**src/rtl/phy_init_seq.sv**
```systemverilog
// phy_init_seq
//   Board-level bring-up sequencer. After PLL lock it holds the PHY in hardware
//   reset, waits for the PHY to settle, writes NUM_CMDS registers over MDIO and
//   then releases the system reset. It also hands the MDIO pins to the MAC.
//
// Ports:
//   clk, reset_n        - system clock, synchronous active-low reset
//   pll_locked          - asynchronous PLL lock (double-flopped here)
//   phy_reset_n         - PHY hardware reset, active low
//   sys_reset_n         - Nios/MAC system reset, active low
//   init_done           - configuration complete, MAC owns MDIO
//   init_error          - PHY ID mismatch (PHY_ID_CHECK_EN only, else 0)
//   mdc/mdio_out/mdio_oen - MDIO pin drive (oen=1 releases the pin)
//   mdio_in             - MDIO pin value (double-flopped when used)
//   mac_mdc/mac_mdio_out/mac_mdio_oen - MAC MDIO conduit, passed through in DONE
//
// Optional feature macro: PHY_ID_CHECK_EN (reads PHY ID1 and compares it
// against EXPECTED_ID before releasing the system).
module phy_init_seq #(
  parameter int unsigned CLK_DIV      = 25,
  parameter int unsigned RESET_CYCLES = 500000,
  parameter int unsigned WAIT_CYCLES  = 250000,
  parameter logic [4:0]  PHY_ADDR     = 5'd1,
  parameter int unsigned NUM_CMDS     = 2,
  parameter logic [20:0] CMD0         = 21'h0,
  parameter logic [20:0] CMD1         = 21'h0,
  parameter logic [20:0] CMD2         = 21'h0,
  parameter logic [20:0] CMD3         = 21'h0,
  parameter logic [15:0] EXPECTED_ID  = 16'h0141
) (
  input  logic clk,
  input  logic reset_n,
  input  logic pll_locked,
  output logic phy_reset_n,
  output logic sys_reset_n,
  output logic init_done,
  output logic init_error,
  output logic mdc,
  output logic mdio_out,
  output logic mdio_oen,
  input  logic mdio_in,
  input  logic mac_mdc,
  input  logic mac_mdio_out,
  input  logic mac_mdio_oen
);

  localparam int unsigned MAX_CYC = (RESET_CYCLES > WAIT_CYCLES) ? RESET_CYCLES : WAIT_CYCLES;
  localparam int unsigned CW      = $clog2(MAX_CYC + 1);
  localparam int unsigned DW      = $clog2(2 * CLK_DIV);

  typedef enum logic [2:0] {
    IDLE, RST_HOLD, RST_WAIT, FRAME, GAP,
`ifdef PHY_ID_CHECK_EN
    CHECK,
`endif
    DONE
  } state_t;

  state_t          state_q, state_d;
  logic            lock_s1_q, lock_s2_q;
  logic [CW-1:0]   cnt_q, cnt_d;
  logic [DW-1:0]   div_q, div_d;
  logic [5:0]      bit_q, bit_d;
  logic [1:0]      cmd_idx_q, cmd_idx_d;
  logic [63:0]     sh_q, sh_d;
  logic            phy_rst_q, phy_rst_d;
  logic            sys_rst_q, sys_rst_d;
  logic            done_q, done_d;
  logic            mdc_q, mdc_d;
  logic            oen_q, oen_d;

`ifdef PHY_ID_CHECK_EN
  logic            mdio_s1_q, mdio_s2_q;
  logic            err_q, err_d;
  logic            chk_q, chk_d;
  logic [15:0]     rd_q, rd_d;
`else
  logic            unused_cfg;
  assign unused_cfg = ^{mdio_in, EXPECTED_ID};
`endif

  function automatic logic [63:0] wr_frame(input logic [1:0] idx);
    logic [20:0] c;
    case (idx)
      2'd0:    c = CMD0;
      2'd1:    c = CMD1;
      2'd2:    c = CMD2;
      default: c = CMD3;
    endcase
    return {32'hFFFF_FFFF, 2'b01, 2'b01, PHY_ADDR, c[20:16], 2'b10, c[15:0]};
  endfunction

  always_comb begin
    state_d   = state_q;
    cnt_d     = '0;
    div_d     = div_q;
    bit_d     = bit_q;
    cmd_idx_d = cmd_idx_q;
    sh_d      = sh_q;
    phy_rst_d = phy_rst_q;
    sys_rst_d = sys_rst_q;
    done_d    = done_q;
    mdc_d     = mdc_q;
    oen_d     = oen_q;
`ifdef PHY_ID_CHECK_EN
    err_d     = err_q;
    chk_d     = chk_q;
    rd_d      = rd_q;
`endif
    if (!lock_s2_q) begin
      // Lock lost (or not yet present): abandon everything, park at IDLE.
      state_d   = IDLE;
      div_d     = '0;
      bit_d     = '0;
      cmd_idx_d = '0;
      sh_d      = '1;
      phy_rst_d = 1'b0;
      sys_rst_d = 1'b0;
      done_d    = 1'b0;
      mdc_d     = 1'b0;
      oen_d     = 1'b1;
`ifdef PHY_ID_CHECK_EN
      err_d     = 1'b0;
      chk_d     = 1'b0;
      rd_d      = '0;
`endif
    end else begin
      case (state_q)
        IDLE: state_d = RST_HOLD;
        RST_HOLD: begin
          if (cnt_q == CW'(RESET_CYCLES - 1)) begin
            phy_rst_d = 1'b1;
            state_d   = RST_WAIT;
          end else begin
            cnt_d = cnt_q + CW'(1);
          end
        end
        RST_WAIT: begin
          if (cnt_q == CW'(WAIT_CYCLES - 1)) begin
            state_d   = FRAME;
            cmd_idx_d = '0;
            div_d     = '0;
            bit_d     = '0;
            sh_d      = wr_frame(2'd0);
            oen_d     = 1'b0;
          end else begin
            cnt_d = cnt_q + CW'(1);
          end
        end
        // Write and read frames share the bit timer; the read frame only adds
        // the pin release at TA and sampling of the data bits.
`ifdef PHY_ID_CHECK_EN
        FRAME, CHECK: begin
`else
        FRAME: begin
`endif
          div_d = div_q + DW'(1);
          if (div_q == DW'(CLK_DIV - 1)) begin
            mdc_d = 1'b1;
`ifdef PHY_ID_CHECK_EN
            if (state_q == CHECK && bit_q >= 6'd48)
              rd_d = {rd_q[14:0], mdio_s2_q};
`endif
          end
          if (div_q == DW'(2 * CLK_DIV - 1)) begin
            div_d = '0;
            mdc_d = 1'b0;
            sh_d  = {sh_q[62:0], 1'b1};
            if (bit_q == 6'd63) begin
              state_d = GAP;
              oen_d   = 1'b1;
              bit_d   = '0;
            end else begin
              bit_d = bit_q + 6'd1;
`ifdef PHY_ID_CHECK_EN
              if (state_q == CHECK && bit_q == 6'd45)
                oen_d = 1'b1;
`endif
            end
          end
        end
        GAP: begin
          div_d = div_q + DW'(1);
          if (div_q == DW'(2 * CLK_DIV - 1)) begin
            div_d = '0;
`ifdef PHY_ID_CHECK_EN
            if (chk_q) begin
              state_d   = DONE;
              done_d    = 1'b1;
              sys_rst_d = 1'b1;
              err_d     = (rd_q != EXPECTED_ID);
            end else
`endif
            if ({30'd0, cmd_idx_q} + 32'd1 < NUM_CMDS) begin
              cmd_idx_d = cmd_idx_q + 2'd1;
              state_d   = FRAME;
              sh_d      = wr_frame(cmd_idx_q + 2'd1);
              oen_d     = 1'b0;
            end else begin
`ifdef PHY_ID_CHECK_EN
              state_d = CHECK;
              chk_d   = 1'b1;
              sh_d    = {32'hFFFF_FFFF, 2'b01, 2'b10, PHY_ADDR, 5'd2, 18'h3FFFF};
              oen_d   = 1'b0;
`else
              state_d   = DONE;
              done_d    = 1'b1;
              sys_rst_d = 1'b1;
`endif
            end
          end
        end
        DONE: ;
        default: state_d = IDLE;
      endcase
    end
  end

  always_ff @(posedge clk) begin
    if (!reset_n) begin
      state_q   <= IDLE;
      lock_s1_q <= 1'b0;
      lock_s2_q <= 1'b0;
      cnt_q     <= '0;
      div_q     <= '0;
      bit_q     <= '0;
      cmd_idx_q <= '0;
      sh_q      <= '1;
      phy_rst_q <= 1'b0;
      sys_rst_q <= 1'b0;
      done_q    <= 1'b0;
      mdc_q     <= 1'b0;
      oen_q     <= 1'b1;
`ifdef PHY_ID_CHECK_EN
      mdio_s1_q <= 1'b1;
      mdio_s2_q <= 1'b1;
      err_q     <= 1'b0;
      chk_q     <= 1'b0;
      rd_q      <= '0;
`endif
    end else begin
      state_q   <= state_d;
      lock_s1_q <= pll_locked;
      lock_s2_q <= lock_s1_q;
      cnt_q     <= cnt_d;
      div_q     <= div_d;
      bit_q     <= bit_d;
      cmd_idx_q <= cmd_idx_d;
      sh_q      <= sh_d;
      phy_rst_q <= phy_rst_d;
      sys_rst_q <= sys_rst_d;
      done_q    <= done_d;
      mdc_q     <= mdc_d;
      oen_q     <= oen_d;
`ifdef PHY_ID_CHECK_EN
      mdio_s1_q <= mdio_in;
      mdio_s2_q <= mdio_s1_q;
      err_q     <= err_d;
      chk_q     <= chk_d;
      rd_q      <= rd_d;
`endif
    end
  end

  assign phy_reset_n = phy_rst_q;
  assign sys_reset_n = sys_rst_q;
  assign init_done   = done_q;
  assign mdc         = done_q ? mac_mdc      : mdc_q;
  assign mdio_out    = done_q ? mac_mdio_out : sh_q[63];
  assign mdio_oen    = done_q ? mac_mdio_oen : oen_q;
`ifdef PHY_ID_CHECK_EN
  assign init_error  = err_q;
`else
  assign init_error  = 1'b0;
`endif

endmodule

```
**config.mk**
```make
export PLATFORM = sky130hd
export DESIGN_NAME = phy_init_seq
export DESIGN_NICKNAME = d
export VERILOG_FILES = /design/src/rtl/phy_init_seq.sv
export SDC_FILE = /design/constraint.sdc
export NUM_CORES = 1
export LEC_CHECK = 0
export CORE_MARGIN = 5
export CORE_UTILIZATION = 41
export CTS_CLUSTER_SIZE = 10
export DETAILED_ROUTE_END_ITERATION = 6
export GPL_TIMING_DRIVEN = 0
export SYNTH_ARGS = -nofsm -noshare
export SYNTH_HDL_FRONTEND = slang
export SYNTH_SLANG_ARGS = --single-unit
```
**constraint.sdc**
```tcl
create_clock -name clk -period 4.4 [get_ports clk]
set_clock_uncertainty 0.1 [all_clocks]
set_input_delay 0.88 -clock clk [delete_from_list [all_inputs] [get_ports clk]]
set_output_delay 0.88 -clock clk [all_outputs]
set_load 0.01 [all_outputs]
```
# Word-level counts from Yosys, hierarchy flattened
# Cells that the tools add are included.
# word_totals
mem_bits_ro	0
reg_bits	106
input_bits	7
memories	0
latchBits	0
ramBits	0
# op_classes
mux	36
multipliers	0
n_addsub	5
bitwise_logic	2
div_mod_pow	0
order_cmp	1
reduce_logical	17
shifts	0
eq_ne	16
# op_table
operator	count
$mux W64	4
$pmux W64 S3	1
$mux W19	2
$pmux W19 S2	1
$mux W6	4
$pmux W6 S2	2
$add A19 B1 Y19 const B	1
$eq A19 B18 Y1 const B	1
$eq A19 B19 Y1 const B	1
$mux W3	6
$pmux W3 S6	1
$add A6 B1 Y6 const B	2
$eq A6 B6 Y1 const B	2
$ne A2 B2 Y1 const B	6
$reduce_and A6 Y1	2
$mux W1	10
$reduce_and A2 Y1	4
$reduce_bool A2 Y1	4
$eq A3 B2 Y1 const B	2
$eq A3 B3 Y1 const B	2
$eq A6 B5 Y1 const B	1
$mux W2	3
$reduce_and A3 Y1	2
$reduce_and A5 Y1	1
other kinds (11)	12

# Depth between registers and ports, before layout
# depth
ltp_word	5
mapped_depth	9
depth_no_buf	7

# Least setup slack after synthesis
# Ideal clock, no wire load.
# synth_path
path_type	input-to-output
start	in mac_mdc
end	out mdc
arrival_ns	1.155
required_ns	3.420
cell_stages	1
path_slack_ns	2.265
path_buffers	0
cell_sequence	mux2_2
# synth_between
elab_chain_len	1
# synth_rtl
item	line	source
start: declaration	42	input logic mac_mdc,
$mux W1	268	assign mdc = done_q ? mac_mdc : mdc_q;
end: declaration	38	output logic mdc,
# No other way between the ends.

# Worst setup path in the final report
# layout_path
start	in mac_mdio_out
end	out mdio_out
# layout_between
elab_chain_len	1
# layout_rtl
item	line	source
start: declaration	43	input logic mac_mdio_out,
$mux W1	269	assign mdio_out = done_q ? mac_mdio_out : sh_q[63];
end: declaration	39	output logic mdio_out,
# No other way between the ends.

==> results.cfg <==
[logic_synthesis]
syn_avg_cell_area_um2 = 9.653
ys_types = 51
synth_largest_area_cell = dfxtp_1
synthTopCellsByArea = dfxtp_1 (50%), a221o_1 (6.4%), nor2_1 (6.4%), a22oi_1 (5.7%), xnor2_1 (2.3%)
synth_edf_count = 0
yosys_warnings = 0
netlist_instances = 438
netlist_area_um2 = 4228
yosys_most_used_dff = dfxtp_1
async_flop_share_pct = 0
syn-num-nets = 451
netlist.area_leader.share_pct = 50.19
synth-seq-cells = 106
yosysSeqAreaShare_pct = 50.19

[clock_tree]
cts_setup_buffers = 0
cts_inserted_buffers = 9
ctsHoldBuffers = 0
cts_tree = yes
h-tree-depth = 3
cts_max_path_buffers = 2
clk_latency_ns = 0.38
post_cts_resized = 0
cts_root_buffer = clkbuf_8
clk_pin_slew_ns = 0.10
cts_sinks = 106

[sta]
maxSlewViolCount = 0
slew_headroom_pct = 66.56
tightest_slew_ns = 0.5015
final.period_utilization_pct = 67.96
setup_viol = 0
rsz0062_at_grt = no
post-route-min-period_ns = 2.990
fin_tns_setup_ns = 0
finalHoldViolCount = 0
fmax_mhz = 334.4

[power]
peakVddDrop_mv = 0.1433
power.density_nw_per_um2 = 333.9
leakage_nw = 1.471

[die]
die_w_um = 111.5
rows = 37
core-area_um2 = 10180
io_pins = 14
dieArea_um2 = 12440
die_h_um = 111.5
initial_utilization_pct = 41.51

[placed_design]
placed_cell_area_um2 = 4508
dp.cells = 585
gp_congestion = 0.7914
portBuffers = 11
hpwl_mm = 5.504

[routing]
vias = 3219
drt_iter0_drc = 164
post_drt_wl_per_cell_um = 13.31
routed_wirelength_mm = 8.002
firstDrtPassIters = 4
vias_per_cell = 5.356
drtAntennaViolNets = 0
drc_errors = 0

[setup_path]
crit_path_start_kind = input pin
cp-end-kind = output port
crit_arrival_ns = 2.01
required_ns = 3.42
path_class = input pin to output port
path_max_fanout = 1

[grt]
grt_pass1_vias = 3005
grt_pass1_wl_mm = 13.93
grt_max_degree = 22
grt-ovfl-total = 0
track_usage_pct = 13.34
antenna_found_initial = 0

[finish]
diodes = 0
fin_cells = 601
syn2layout_area_growth_pct = 11.45
final_common_cell = dfxtp_1
num-fill-cells = 970
final_util_pct = 46.27
fin_area_um2 = 4712
layout_common_cells = dfxtp_1 (106), nor2_1 (72), a22oi_1 (32)
drive_gt1_share_pct = 9.677
nets = 473

[status]
outcome = finished, final reports clean

[run]
drv_cap = 0

[worst_hold_path]
min_path_type = flip-flop to flip-flop
## routing by layer
metal	wire, µm	up-vias	share of wire, %	track usage [%]
met5	0	-	0	0
met4	133	0	1.7	5.839
met3	229	12	2.9	2.772
met2	3513	37	44	20.23
met1	4126	1543	52	18.38
li1	-	1627	-	-
## sequential cells by signal (all words and copies together), names as in the netlist, 2 cells and up
name	cells
div_q	6
state_q	3
bit_q	6
cnt_q	19
sh_q	64
cmd_idx_q	2
## path summary, 6_finish.rpt
check	startpoint	end	slack, ns	depth (start not counted)
max	mac_mdio_out	mdio_out	1.41	3
min	lock_s1_q	lock_s2_q	0.35	1
max reg2reg	cnt_q[0]	cnt_q[18]	2.06	9
min reg2reg	lock_s1_q	lock_s2_q	0.35	1
## cell usage after synthesis, drive strengths merged, types with 5 or more instances
cell type and n:
buf 20, nand2 13, ha 6, xnor2 11
dfxtp 106, nand3 14, and3 7, nor3 10
nor2 72, inv 11, clkbuf 12, xor2 8
a21oi 17, a221o 27, o21ai 10, nand4 5
a22oi 32, and2 6
## worst max-delay path: stages
cell and delay [ns]:
clkdlybuf4s50_1 0.40, mux2_2 0.26, clkdlybuf4s50_1 0.47
## kinds of logic (layout without fill, tap and decap cells)
kind of cell / Yosys count / after routing / share of synthesized area (%)
simple gates: 155 / 155 / 19.12
other cells: 1 / 1 / 0.08870
buf+inv: 43 / 70 / 4.972
compound gates: 101 / 101 / 18.14
xor+xnor: 19 / 19 / 3.936
mux: 7 / 7 / 1.776
flops: 106 / 106 / 50.19
fa+ha+maj: 6 / 6 / 1.776
## metrics by stage
step / hold WS (ns) / total power (W) / setup WS, ns
5_1_grt: 0.3722 / 0.001635 / 1.375
6_report: 0.3468 / 0.001573 / 1.410
2_1_floorplan: 0.3118 / 0.0009918 / 2.265
3_5_place_dp: 0.3265 / 0.0009996 / 1.408
4_1_cts: 0.3509 / 0.001594 / 1.402
3_3_place_gp: 0.3216 / 0.0009993 / 1.419
## layout make-up
class / instances / area, µm² / area share, %
Buffer: 32 / 168.9 / 3.585
Clock buffer: 9 / 123.9 / 2.629
Clock inverter: 7 / 80.08 / 1.699
Inverter: 11 / 41.29 / 0.8763
Multi-Input combinational cell: 289 / 1896 / 40.23
Sequential cell: 106 / 2122 / 45.03
Tap cell: 136 / 170.2 / 3.611
Timing Repair Buffer: 11 / 110.1 / 2.337
## power breakdown
part / internal [W] / leakage, nW / switching [W] / total, W
clock network: 0.000226 / 0.0994 / 0.000370 / 0.000596
registers: 0.000960 / 0.857 / 0.000000417 / 0.000960
logic: 0.00000713 / 0.515 / 0.00000987 / 0.0000170
Power figures use the tool's default switching activity.
==> patch, RTL diff (same settings) <==
One comparison of `div_q` changes from == to >=.
--- a/src/rtl/phy_init_seq.sv
+++ b/src/rtl/phy_init_seq.sv
@@ -181,7 +181,7 @@
         end
         GAP: begin
           div_d = div_q + DW'(1);
-          if (div_q == DW'(2 * CLK_DIV - 1)) begin
+          if (div_q >= DW'(2 * CLK_DIV - 1)) begin
             div_d = '0;
 `ifdef PHY_ID_CHECK_EN
             if (chk_q) begin
Behaviour: same outputs for any inputs over 10 cycles, from zero or initial values and one cycle with reset_n low; that may be too few to reach the edited logic, so the function may still have changed.
==> patch against the unedited design <==
- critical path depth is the same
- largest power group unchanged
- sequential share of layout area grew 0.61 points
- routed wire length grew 1.3%
- total power shrank 0.11%
- global-route usage grew 0.38 points
- synthesized cell count grew 0.46%
- cell area shrank 1.3%
- first-iteration DRC count grew 38%
- setup slack gained 0.0016 ns
- cell count shrank 0.17%
- sequential cell count is the same
- die area shrank 1.1%
- synthesized area shrank 1.2%
==> patch: results (changes against the unedited design) <==
stage	metric	value	unit	change
outcome	status	complete, no violations		
placed_design	io_buffers	11		unchanged
worst_setup_path	critPathLaunch	mac_mdc		
worst_setup_path	slowest_stage	clkdlybuf4s50_1		
global_route	grt_pass1_vias	3090		+2.8%
min_path	hold_path.class	flop to flop		
global_route	grt_pass1_wl	14300	um	+2.8%
worst_setup_path	timing.rr.end	sh_q[63]$_SDFFE_PN1P_		
worst_setup_path	r2r_slack	1.82	ns	-0.24 ns
final_layout	n_fill_cell	956		-1.4%
cts	cts_setup_buffers	0		unchanged
global_route	grt_max_degree	22		unchanged
yosys	ys_top_cells_by_count	106 x dfxtp_1, 54 x nand2_1, 44 x nor2_1, 39 x o22ai_1, 27 x a221o_1		
cts	post_cts_resized	0		unchanged
routing	wl_per_cell	13.5	um	+1.5%
worst_setup_path	rr_worst_depth	9		unchanged
cts	clockBufferDepth	2		unchanged
routing	ant_nets	0		unchanged
yosys	ys_warn_count	0		unchanged
yosys	synth.area.top_cells	dfxtp_1 51%, a221o_1 6.5%, o22ai_1 5.8%		
cts	path_clk_slew	0.10	ns	about the same
worst_setup_path	critical_path_arrival	2.01	ns	about the same
worst_setup_path	slowest_delay	0.47	ns	about the same
yosys	yosysUniqueCellTypes	55		+7.8%
cts	cts-root-buf	clkbuf_8		
power_and_ir_drop	p_leak	1.47	nW	-0.35%
routing	drt_iter0_markers	226		+38%
final_layout	top_regs	sh_q: 64 flops, cnt_q: 19 flops		
worst_setup_path	crit_fanout	1		unchanged
power_and_ir_drop	peakVddDrop	0.154	mV	+7.5%
sta	tightest_slew	0.526	ns	+0.0246 ns
power_and_ir_drop	p_int	1.19	mW	about the same
cts	clk-insertion-delay-late	0.37	ns	
global_route	antenna_found_initial	0		unchanged
yosys	ys_seq_area_share	50.8	%	+0.63 points
global_route	grtUsageTotal	13.7	%	+0.38 points
worst_setup_path	critPathTopFamily	buffers and inverters		
cts	h-tree-depth	3		unchanged
placed_design	place.gp.congestion	0.785		-0.76%
final_layout	finalNetCount	475		+0.42%
cts	cts_buffers	9		unchanged
placed_design	dp_hpwl	5580	um	+1.4%
worst_setup_path	endpoint	mdc		
routing	drtPass1Iterations	6		+2
yosys	async_flop_share	0	%	unchanged
final_layout	n_antenna_cell	0		unchanged
yosys	synth_nets	453		+0.44%
final_layout	layout-drive-gt1-share	9.21	%	-0.47 points
yosys	synth_top_flop_cell	dfxtp_1		
routing	viasPerCell	5.32		-0.77%
worst_setup_path	reg2reg_from	div_q[1]$_SDFFE_PN0P_		
[patch: cell types whose count changed after synthesis, sizes merged, moves of 7 or more]
cell	change
a21oi	-7
a22oi	-30
clkbuf	+8
nor2	-28
buf	-7
o22ai	+39
nand2	+42
[patch: worst min-delay path by stage]
| stage | from | to | slack (ns) | cells after the start |
|---|---|---|---|---|
| global placement | lock_s1_q$_SDFF_PN0_ | lock_s2_q$_SDFF_PN0_ | 0.32 | 1 |
| CTS | lock_s1_q$_SDFF_PN0_ | lock_s2_q$_SDFF_PN0_ | 0.35 | 1 |
| finish | lock_s1_q$_SDFF_PN0_ | lock_s2_q$_SDFF_PN0_ | 0.35 | 1 |
| detailed placement | lock_s1_q$_SDFF_PN0_ | lock_s2_q$_SDFF_PN0_ | 0.33 | 1 |
| floorplan | lock_s1_q$_SDFF_PN0_ | lock_s2_q$_SDFF_PN0_ | 0.31 | 1 |
| global route | lock_s1_q$_SDFF_PN0_ | lock_s2_q$_SDFF_PN0_ | 0.37 | 1 |
[patch: layer usage]
| layer | wire, um | GRT usage (%) | part of all wire, % |
|---|---|---|---|
| met5 | 0 | 0 | 0 |
| met4 | 90 | 4.43 | 1.1 |
| met3 | 210 | 3.06 | 2.6 |
| met2 | 3610 | 21.7 | 45 |
| met1 | 4200 | 18.6 | 52 |
[patch: metrics by stage]
stage,worst slack [ns],std cells,instance area (um2)
after detailed placement,1.41,584,4450
after CTS,1.41,600,4650
after floorplan,2.16,440,4180
after global placement,1.41,584,4450
final,1.41,600,4650
after global routing,1.37,600,4650
[patch: power groups by stage]
stage          sequential, mW  combinational [mW]  clock, mW
2_1_floorplan           0.982             0.00850          0
3_3_place_gp            0.983              0.0159          0
3_5_place_dp            0.983              0.0161          0
4_1_cts                 0.961              0.0161      0.616
5_1_grt                 0.961              0.0179      0.656
6_report                0.961              0.0161      0.595
[patch: kinds of logic (layout without fill, tap and decap cells)]
logic type	after synthesis	after routing	synth area share [%]
fa+ha+maj	6	6	1.80
mux	4	4	1.05
xor+xnor	20	20	4.20
compound gates	99	99	17.8
other cells	1	1	0.0898
flops	106	106	50.8
buf+inv	41	68	4.82
simple gates	163	163	19.4
[patch: area by class of cell]
cell class,count,share of cell area [%]
clock inverters,7,1.59
well taps,133,3.58
repair buffers,11,2.37
plain buffers,33,3.69
flip-flops and latches,106,45.6
inverters,8,0.646
clock buffers,9,2.66
multi-input cells,293,39.8
